**src/rtl/fir_pkg.sv**
```systemverilog
// Shared types for the fir datapath: cache-line packing of the 8-bit filtered
// sample stream for the CCI-P write path.
package fir_pkg;

   localparam int FIR_LINE_BYTES = 64;

   typedef logic [511:0] t_fir_line;

   typedef enum logic [1:0] {
      RUN,
      FLUSH,
      DRAIN,
      DONE
   } t_packer_state;

   typedef struct packed {
      t_fir_line  data;
      logic [6:0] bytes;
      logic       last;
   } t_fir_line_entry;

endpackage

```
**src/rtl/fir_line_fifo.sv**
```systemverilog
// Synchronous show-ahead FIFO of packed lines. A push into a full FIFO is
// accepted when a pop happens in the same cycle, since the pop frees the slot.
module fir_line_fifo
   import fir_pkg::*;
#(
   parameter int DEPTH = 4
) (
   input  logic            clk,
   input  logic            reset,
   input  logic            push,
   input  t_fir_line_entry push_data,
   input  logic            pop,
   output t_fir_line_entry head,
   output logic            full,
   output logic            empty
);

   localparam int AW = $clog2(DEPTH);

   t_fir_line_entry mem [DEPTH];
   logic [AW:0]     wr_ptr;
   logic [AW:0]     rd_ptr;
   logic            do_pop;
   logic            do_push;

   assign empty   = (wr_ptr == rd_ptr);
   assign full    = (wr_ptr[AW] != rd_ptr[AW]) && (wr_ptr[AW-1:0] == rd_ptr[AW-1:0]);
   assign do_pop  = pop && !empty;
   assign do_push = push && (!full || do_pop);
   assign head    = mem[rd_ptr[AW-1:0]];

   // NOTE: storage is deliberately not reset; the pointers alone define which
   // entries are live, and the top masks the head while the FIFO is empty.
   always_ff @(posedge clk) begin
      if (do_push) begin
         mem[wr_ptr[AW-1:0]] <= push_data;
      end
   end

   always_ff @(posedge clk) begin
      if (reset) begin
         wr_ptr <= '0;
         rd_ptr <= '0;
      end else begin
         if (do_push) wr_ptr <= wr_ptr + 1'b1;
         if (do_pop)  rd_ptr <= rd_ptr + 1'b1;
      end
   end

endmodule

```
**src/rtl/fir_line_packer.sv**
```systemverilog
// Packs the 8-bit fir sample stream into 512-bit lines, buffers completed
// lines against write backpressure and flushes a partial line at end of stream.
module fir_line_packer
   import fir_pkg::*;
#(
   parameter int FIFO_DEPTH = 4
) (
   input  logic         clk,
   input  logic         reset,
   input  logic [7:0]   data_in,
   input  logic         valid_in,
   input  logic         flush,
   output logic [511:0] line_out,
   output logic [6:0]   line_bytes,
   output logic         line_last,
   output logic         line_valid,
   input  logic         line_ready,
   output logic         done,
   output logic         overflow,
   output logic [31:0]  line_count
);

   t_packer_state   state;
   t_packer_state   state_next;
   logic [5:0]      fill;
   t_fir_line       line_q;
   t_fir_line       line_with_byte;
   t_fir_line_entry push_entry;
   t_fir_line_entry head;
   logic            push;
   logic            pop;
   logic            space;
   logic            full;
   logic            empty;
   logic            accept_byte;
   logic            line_done;

   assign pop         = line_valid && line_ready;
   assign space       = !full || pop;
   assign accept_byte = valid_in && (state == RUN);
   assign line_done   = accept_byte && (fill == 6'(FIR_LINE_BYTES - 1));

   // Current line with this cycle's byte merged in, so the 64th byte can be
   // pushed straight into the FIFO without an extra register stage.
   always_comb begin
      line_with_byte = line_q;
      line_with_byte[8*fill +: 8] = data_in;
   end

   // NOTE: every output of this block gets a default first so no path through
   // the case statement leaves a value held, which would infer a latch.
   always_comb begin
      state_next = state;
      push       = 1'b0;
      push_entry = '{data: line_with_byte, bytes: 7'(FIR_LINE_BYTES), last: flush};
      case (state)
         RUN: begin
            push = line_done && space;
            if (flush) state_next = FLUSH;
         end
         FLUSH: begin
            if (fill == '0) begin
               state_next = DRAIN;
            end else if (space) begin
               push       = 1'b1;
               push_entry = '{data: line_q, bytes: {1'b0, fill}, last: 1'b1};
               state_next = DRAIN;
            end
         end
         DRAIN: begin
            if (empty) state_next = DONE;
         end
         DONE: begin
            state_next = RUN;
         end
         default: begin
            state_next = RUN;
         end
      endcase
   end

   always_ff @(posedge clk) begin
      if (reset) begin
         state      <= RUN;
         fill       <= '0;
         line_q     <= '0;
         overflow   <= 1'b0;
         line_count <= '0;
      end else begin
         state <= state_next;
         if (pop) line_count <= line_count + 32'd1;
         if ((line_done && !space) || (valid_in && state != RUN)) overflow <= 1'b1;
         // Cleared line storage keeps the unused bytes of a partial line zero.
         if (line_done || state == DONE) begin
            fill   <= '0;
            line_q <= '0;
         end else if (accept_byte) begin
            fill   <= fill + 6'd1;
            line_q <= line_with_byte;
         end
      end
   end

   fir_line_fifo #(
      .DEPTH (FIFO_DEPTH)
   ) u_fifo (
      .clk       (clk),
      .reset     (reset),
      .push      (push),
      .push_data (push_entry),
      .pop       (pop),
      .head      (head),
      .full      (full),
      .empty     (empty)
   );

   assign done       = (state == DONE);
   assign line_valid = !empty;
   assign line_out   = empty ? '0 : head.data;
   assign line_bytes = empty ? '0 : head.bytes;
   assign line_last  = empty ? 1'b0 : head.last;

endmodule
```
**config.mk**
```make
export PLATFORM = sky130hd
export DESIGN_NAME = fir_line_packer
export DESIGN_NICKNAME = d
export VERILOG_FILES = /design/src/rtl/fir_pkg.sv /design/src/rtl/fir_line_fifo.sv /design/src/rtl/fir_line_packer.sv
export SDC_FILE = /design/constraint.sdc
export NUM_CORES = 2
export LEC_CHECK = 0
export BUFFER_PORTS_ARGS = -buffer_cell sky130_fd_sc_hd__buf_2
export CORE_MARGIN = 2
export CORE_UTILIZATION = 60
export CTS_CLUSTER_SIZE = 16
export DETAILED_ROUTE_END_ITERATION = 8
export GPL_ROUTABILITY_DRIVEN = 1
export PLACE_DENSITY = 0.77
export SYNTH_ARGS = -nofsm -noshare
export SYNTH_HDL_FRONTEND = slang
export SYNTH_SLANG_ARGS = --single-unit
```
**constraint.sdc**
```tcl
create_clock -name clk -period 18.1 [get_ports clk]
set_input_delay 3.62 -clock clk [delete_from_list [all_inputs] [get_ports clk]]
set_output_delay 3.62 -clock clk [all_outputs]
set_load 0.005 [all_outputs]
```
# [Yosys cells after proc, flatten, opt, wreduce, memory -nomap -nowiden]
# Memories as Yosys holds them, arrays and structs flattened. A register that Yosys moved wholly into a read port is not among the register bits.
# Index checks and enable logic that the tools add are counted.
[classes] div_mod_pow=0 shift=2 n_eq_ne=10 mul=0 n_reduce_logical=21 magnitude_cmp=0 mux=19 bitwise=0 add_sub_neg=5
[op_table] cell="2-to-1 mux 520 bit" count=3
[op_table] cell="bitwise mux 512 bit" count=1
[op_table] cell="2-to-1 mux 512 bit" count=1
[op_table] cell="variable shift 8 x 34 -> 512 bit (first input constant)" count=1
[op_table] cell="indexed part select 8 x 34 -> 512 bit" count=1
[op_table] cell="negation 9 -> 34 bit" count=1
[op_table] cell="adder 32 x 1 -> 32 bit (second input constant)" count=1
[op_table] cell="2-to-1 mux 2 bit" count=6
[op_table] cell="logical AND 1 bit" count=9
[op_table] cell="case mux 2 bit (4 select lines)" count=1
[op_table] cell="2-to-1 mux 7 bit" count=1
[op_table] cell="adder 3 x 1 -> 3 bit (second input constant)" count=2
[op_table] cell="adder 6 x 1 -> 6 bit (second input constant)" count=1
[op_table] cell="== test 6 bit (second input constant)" count=1
[op_table] cell="zero test 6 bit" count=1
[op_table] cell="2-to-1 mux 1 bit" count=5
[op_table] cell="== test 2 bit (second input constant)" count=2
[op_table] cell="logical OR 1 bit" count=4
[op_table] cell="!= test 2 bit (second input constant)" count=2
[op_table] cell="== test 3 bit" count=1
[op_table] cell="zero test 1 bit" count=3
[op_table] cell="!= test 3 bit (second input constant)" count=1
[op_table] cell="AND reduction 3 bit" count=1
[op_table] cell="== test 2 x 1 -> 1 bit (second input constant)" count=1
[op_table] cell="other kinds (6)" count=6
[totals] ramBits=2080 n_memories=1 word_cells=65 romBits=0 latch_bits=0 in_bits=13 regBits=559 out_inout_bits=555
[memory_table] name="u_fifo.mem" depth=4 word_bits=520 read_ports=1 rd_clocked_by_memory_dff=1 write_ports=1 line="fir_line_fifo.sv:20" rtl="t_fir_line_entry mem [DEPTH];"

# [Longest topological paths before layout]
[depth] ltp_word=10 depth_mapped=15

# [Hierarchy]
# Synthesis repeated with hierarchy kept, for this count alone.
[hier_totals] cells_unflattened=6904 hier_area_um2=107729.6
[by_module_without_submodules] mod="fir_line_fifo" area_per_inst_um2=76129.3 cells_per_inst=2771 n_inst=1
[by_module_without_submodules] mod="fir_line_packer" area_per_inst_um2=31600.3 cells_per_inst=4133 n_inst=1

# [Worst setup path before layout]
# Ideal clock, no wire load.
[synth_path] path_kind="input-to-reg" start="input port valid_in" end="memory u_fifo.mem[0][0] (netlist bit) (enable)" setup_slack_ps=1160 path_buffers=0 setup_ps=955 arrival_ps=15985 path_stages=4 path_cell_list="nand4_1 > nor2_1 > o21a_1 > and2_1"
[synth_between] elab_chain_cells=7
[synth_rtl] element="start: declaration" line="fir_line_packer.sv:11" rtl="input logic valid_in,"
[synth_rtl] element="logical AND 1 bit" line="fir_line_packer.sv:40" rtl="assign accept_byte = valid_in && (state == RUN);"
[synth_rtl] element="logical AND 1 bit" line="fir_line_packer.sv:41" rtl="assign line_done = accept_byte && (fill == 6'(FIR_LINE_BYTES - 1));"
[synth_rtl] element="logical AND 1 bit" line="fir_line_packer.sv:58" rtl="push = line_done && space;"
[synth_rtl] element="case mux 1 bit (2 select lines)" line="fir_line_packer.sv:56" rtl="case (state)"
[synth_rtl] element="logical AND 1 bit" line="fir_line_fifo.sv:29" rtl="assign do_push = push && (!full || do_pop);"
[synth_rtl] element="2-to-1 mux 1 bit" line="fir_line_fifo.sv:35" rtl="if (do_push) begin"
[synth_rtl] element="2-to-1 mux 1 bit (implied by the code)" line="fir_line_fifo.sv:36" rtl="mem[wr_ptr[AW-1:0]] <= push_data;"
[synth_rtl] element="end: declaration" line="fir_line_fifo.sv:20"
# Every way passes these cells.

==> results.txt <==
initial drt markers = 7,583
post-place setup slack = 9.717 ns
Net Sw Power = 0.004536 W
first-pass GRT wire length = 422,200 um
CORE AREA = 0.1788 mm2
worst hold-check path type = reg2reg
max cap viols = 0
Post-CTS Hold Fix Bufs = 0
most used cell, CP = buf_4
post-route ant nets = 0
reg2reg end = u_fifo.mem[3][218]$_DFFE_PP_
Post-synth EDFFs = 2,080
commonest non-fill, non-tap cell in the layout = edfxtp_1
Worst EP arrival = 5.52 ns
vias in the first global route = 61,280
Starting Density = 0.6044
total negative slack = 0 ns
Avg WL per Cell = 30.36 um
Clock Skews = 0.04471 ns
placed instance count = 9,148
synth unique cells = 80
NumNets Final = 7,098
Slew HR = 0.08786
Startpoint Class = flop
cells on worst reg2reg path = 9
Setup WS post-layout = 8.961 ns
global route total overflow = 0
Gate power share = 0.221
post-CTS setup buffer count = 0
top_reg_cell synth = edfxtp_1
worst hold stages = 2
R2R Setup Slk = 12.23 ns
Pint = 0.01127 W
Synth Instances = 6,539
CTS H-Tree Depth = 5
largest net degree at the start of global routing = 217
DRC Markers = 0
Reg clk slew, reported paths = 0.06 ns
Setup-failing EPs final = 0
CTS sink cnt = 2,641
flops & latches, synth = 2,641
maximum vdd ir drop = 0.1292 mV
Total Routing Usage GR = 0.3152
RSZ-0062 raised after global routing = no
Slew Viols, Final = 0
via count = 62,210
Post-DP HPWL = 186,500 um
final cell count without fillers = 9,631
ratio of cells with drive above 1 in the final layout = 0.2978
PD cells = 129.6 mW/mm2
overall power = 0.01580 W
Num CTS Buffers = 277
sequential share of the synthesized area = 0.6818
Root Buffer = clkbuf_16
Final Wtd Congestion = 0.8916
CTS resizes = 0
Mapped Area = 0.1081 mm2
most frequent cells in the layout = edfxtp_1, buf_2, dfxtp_1
Worst path slowest cell = dfxtp_4
Area growth, synth to finish = 12.81%
Slew @ Worst Pin = 1.358 ns
reg2reg start = fill[1]$_SDFFE_PP0P_
warnings from Yosys = 0
power share of the clock group = 0.344
Fill cells = 11,430
Post-synth ARST share = 0
initial antenna violation count = 18
Worst-Skew Late Latency = 0.93 ns
# rows = 155
die width = 428.4 um
I/O Pins = 568
count of final hold-check violations = 0
Worst setup EP type = output port
Seq pwr share = 0.435
First-pass DRT Iterations = 7
leak pwr = 42.30 nW
syn nets = 6,565
Final Cycle Share = 0.5049
Tmin final = 9.139 ns
die area = 0.1835 mm2
Crit path required time = 14.48 ns
Die Y = 428.4 um
f_max = 109.4 MHz
Crit Path Category = reg2out
slowest stage delay, CP = 0.95 ns
PortBufs = 567
sw frac = 0.2870
CTS tree = yes
status = completed
CP max FO = 50
Vias/cell = 6.460
synthesized area per cell = 16.53 um2
Layout Utilization = 0.6819
crit-path cells = buf_4, buf_4, buf_4, mux4_2, and2_1, buf_2
clock tree buffer depth = 4
hold-critical path endpoint = line_q[293]$_SDFFE_PP0P_
Worst Min Path Start = line_q[293]$_SDFFE_PP0P_
Routed WL = 292,400 um
[area by class of cell]
| type | instances | area, um2 | area share |
|---|---|---|---|
| well taps | 2355 | 2947 | 0.02417 |
| multi-input cells | 3450 | 32800 | 0.2690 |
| clock inverters | 100 | 904.6 | 0.007419 |
| repair buffers | 675 | 3786 | 0.03105 |
| inverters | 27 | 116.4 | 0.0009544 |
| flip-flops and latches | 2641 | 73700 | 0.6044 |
| diodes | 7 | 17.52 | 0.0001437 |
| clock buffers | 376 | 7661 | 0.06283 |
[critical path: cells and delay by family (launching register included)]
kind	cells	cell delay, ns
mux	1	0.66
flops	1	0.95
simple gates	1	0.18
buf+inv	4	2.63
[how the worst max path moves through the flow]
| stage | slack (ns) | endpoint |
|---|---|---|
| CTS | 8.73 | line_out[349] |
| floorplan | 1.16 | u_fifo.mem[0][0]$_DFFE_PP_ |
| global route | 8.43 | line_out[349] |
| detailed placement | 9.72 | line_out[142] |
| finish | 8.96 | line_out[349] |
| global placement | 9.77 | line_out[142] |
[Yosys cell counts (4+ instances only)]
| cell | count | area (um2) |
|---|---|---|
| nor4_1 | 13 | 81.33 |
| a211oi_1 | 4 | 30.03 |
| nand2b_1 | 16 | 100.1 |
| and2_1 | 553 | 3460 |
| nand3_1 | 190 | 950.9 |
| o21ai_1 | 14 | 70.07 |
| nand4_1 | 18 | 112.6 |
| o21a_1 | 6 | 45.04 |
| nor2b_1 | 6 | 37.54 |
| a21oi_1 | 77 | 385.4 |
| nor3_1 | 44 | 220.2 |
| o21ai_0 | 156 | 780.8 |
| xnor2_1 | 25 | 219.0 |
| xor2_1 | 14 | 122.6 |
| o2111ai_2 | 4 | 60.06 |
| ha_1 | 13 | 162.7 |
| and4_1 | 7 | 61.31 |
| buf_2 | 48 | 240.2 |
| nor3_2 | 11 | 110.1 |
| nor2_2 | 17 | 106.4 |
| mux2_1 | 26 | 292.8 |
| inv_1 | 25 | 93.84 |
| nand2_1 | 286 | 1074 |
| buf_1 | 15 | 56.30 |
| o211ai_1 | 38 | 285.3 |
| nor3_4 | 16 | 260.3 |
| o31ai_1 | 39 | 292.8 |
| edfxtp_1 | 2080 | 62460 |
| nor2_1 | 373 | 1400 |
| mux2i_1 | 330 | 3303 |
| mux4_2 | 520 | 11710 |
| or4_1 | 11 | 82.58 |
| or2_2 | 7 | 43.79 |
| buf_4 | 9 | 67.56 |
| o41ai_1 | 16 | 140.1 |
| mux2_2 | 471 | 5304 |
| o21ai_2 | 7 | 61.31 |
| or3_1 | 25 | 156.4 |
| nor4_4 | 10 | 212.7 |
| dfxtp_1 | 561 | 11230 |
| and3_1 | 38 | 237.7 |
| clkbuf_1 | 346 | 1299 |
| o211ai_2 | 8 | 100.1 |
[per-layer routing]
metal | part of all wire | vias up | global-route usage
li1 | - | 26180 | -
met1 | 0.38 | 31860 | 0.4301
met2 | 0.47 | 3570 | 0.4908
met3 | 0.097 | 592 | 0.06475
met4 | 0.051 | 12 | 0.1504
met5 | 0.00047 | - | 0.003383
[cells by family after synthesis]
family / Yosys count / synth area share
adder cells (fa/ha/maj): 13 / 0.001505
buffers and inverters: 448 / 0.01664
AO/OA/AOI/OAI: 395 / 0.02411
XOR/XNOR: 41 / 0.003462
flip-flops: 2641 / 0.6818
multiplexers: 1347 / 0.1907
AND/OR/NAND/NOR: 1654 / 0.08176
[power groups by stage]
stage          clock network, W  registers, W  logic (W)
6_report                0.00544       0.00688    0.00349
2_1_floorplan                 0       0.00711    0.00205
5_1_grt                 0.00572       0.00690    0.00367
3_3_place_gp                  0       0.00699    0.00345
4_1_cts                 0.00548       0.00688    0.00350
3_5_place_dp                  0       0.00701    0.00348
[per-stage QoR]
stage | area (um2) | hold slack [ns]
6_report | 121900 | 0.4549
5_1_grt | 121900 | 0.4697
3_5_place_dp | 113300 | 0.4475
4_1_cts | 121900 | 0.4578
3_3_place_gp | 113300 | 0.4359
2_1_floorplan | 108100 | 0.4284
[registers in the layout, summed over array words and instances, names as in the netlist, named ones only]
register,cells
line_count,32
line_q,512
fill,6
state,2
u_fifo.rd_ptr,3
u_fifo.mem,2080
overflow,1
u_fifo.wr_ptr,3
(Power assumes the default switching activity.)
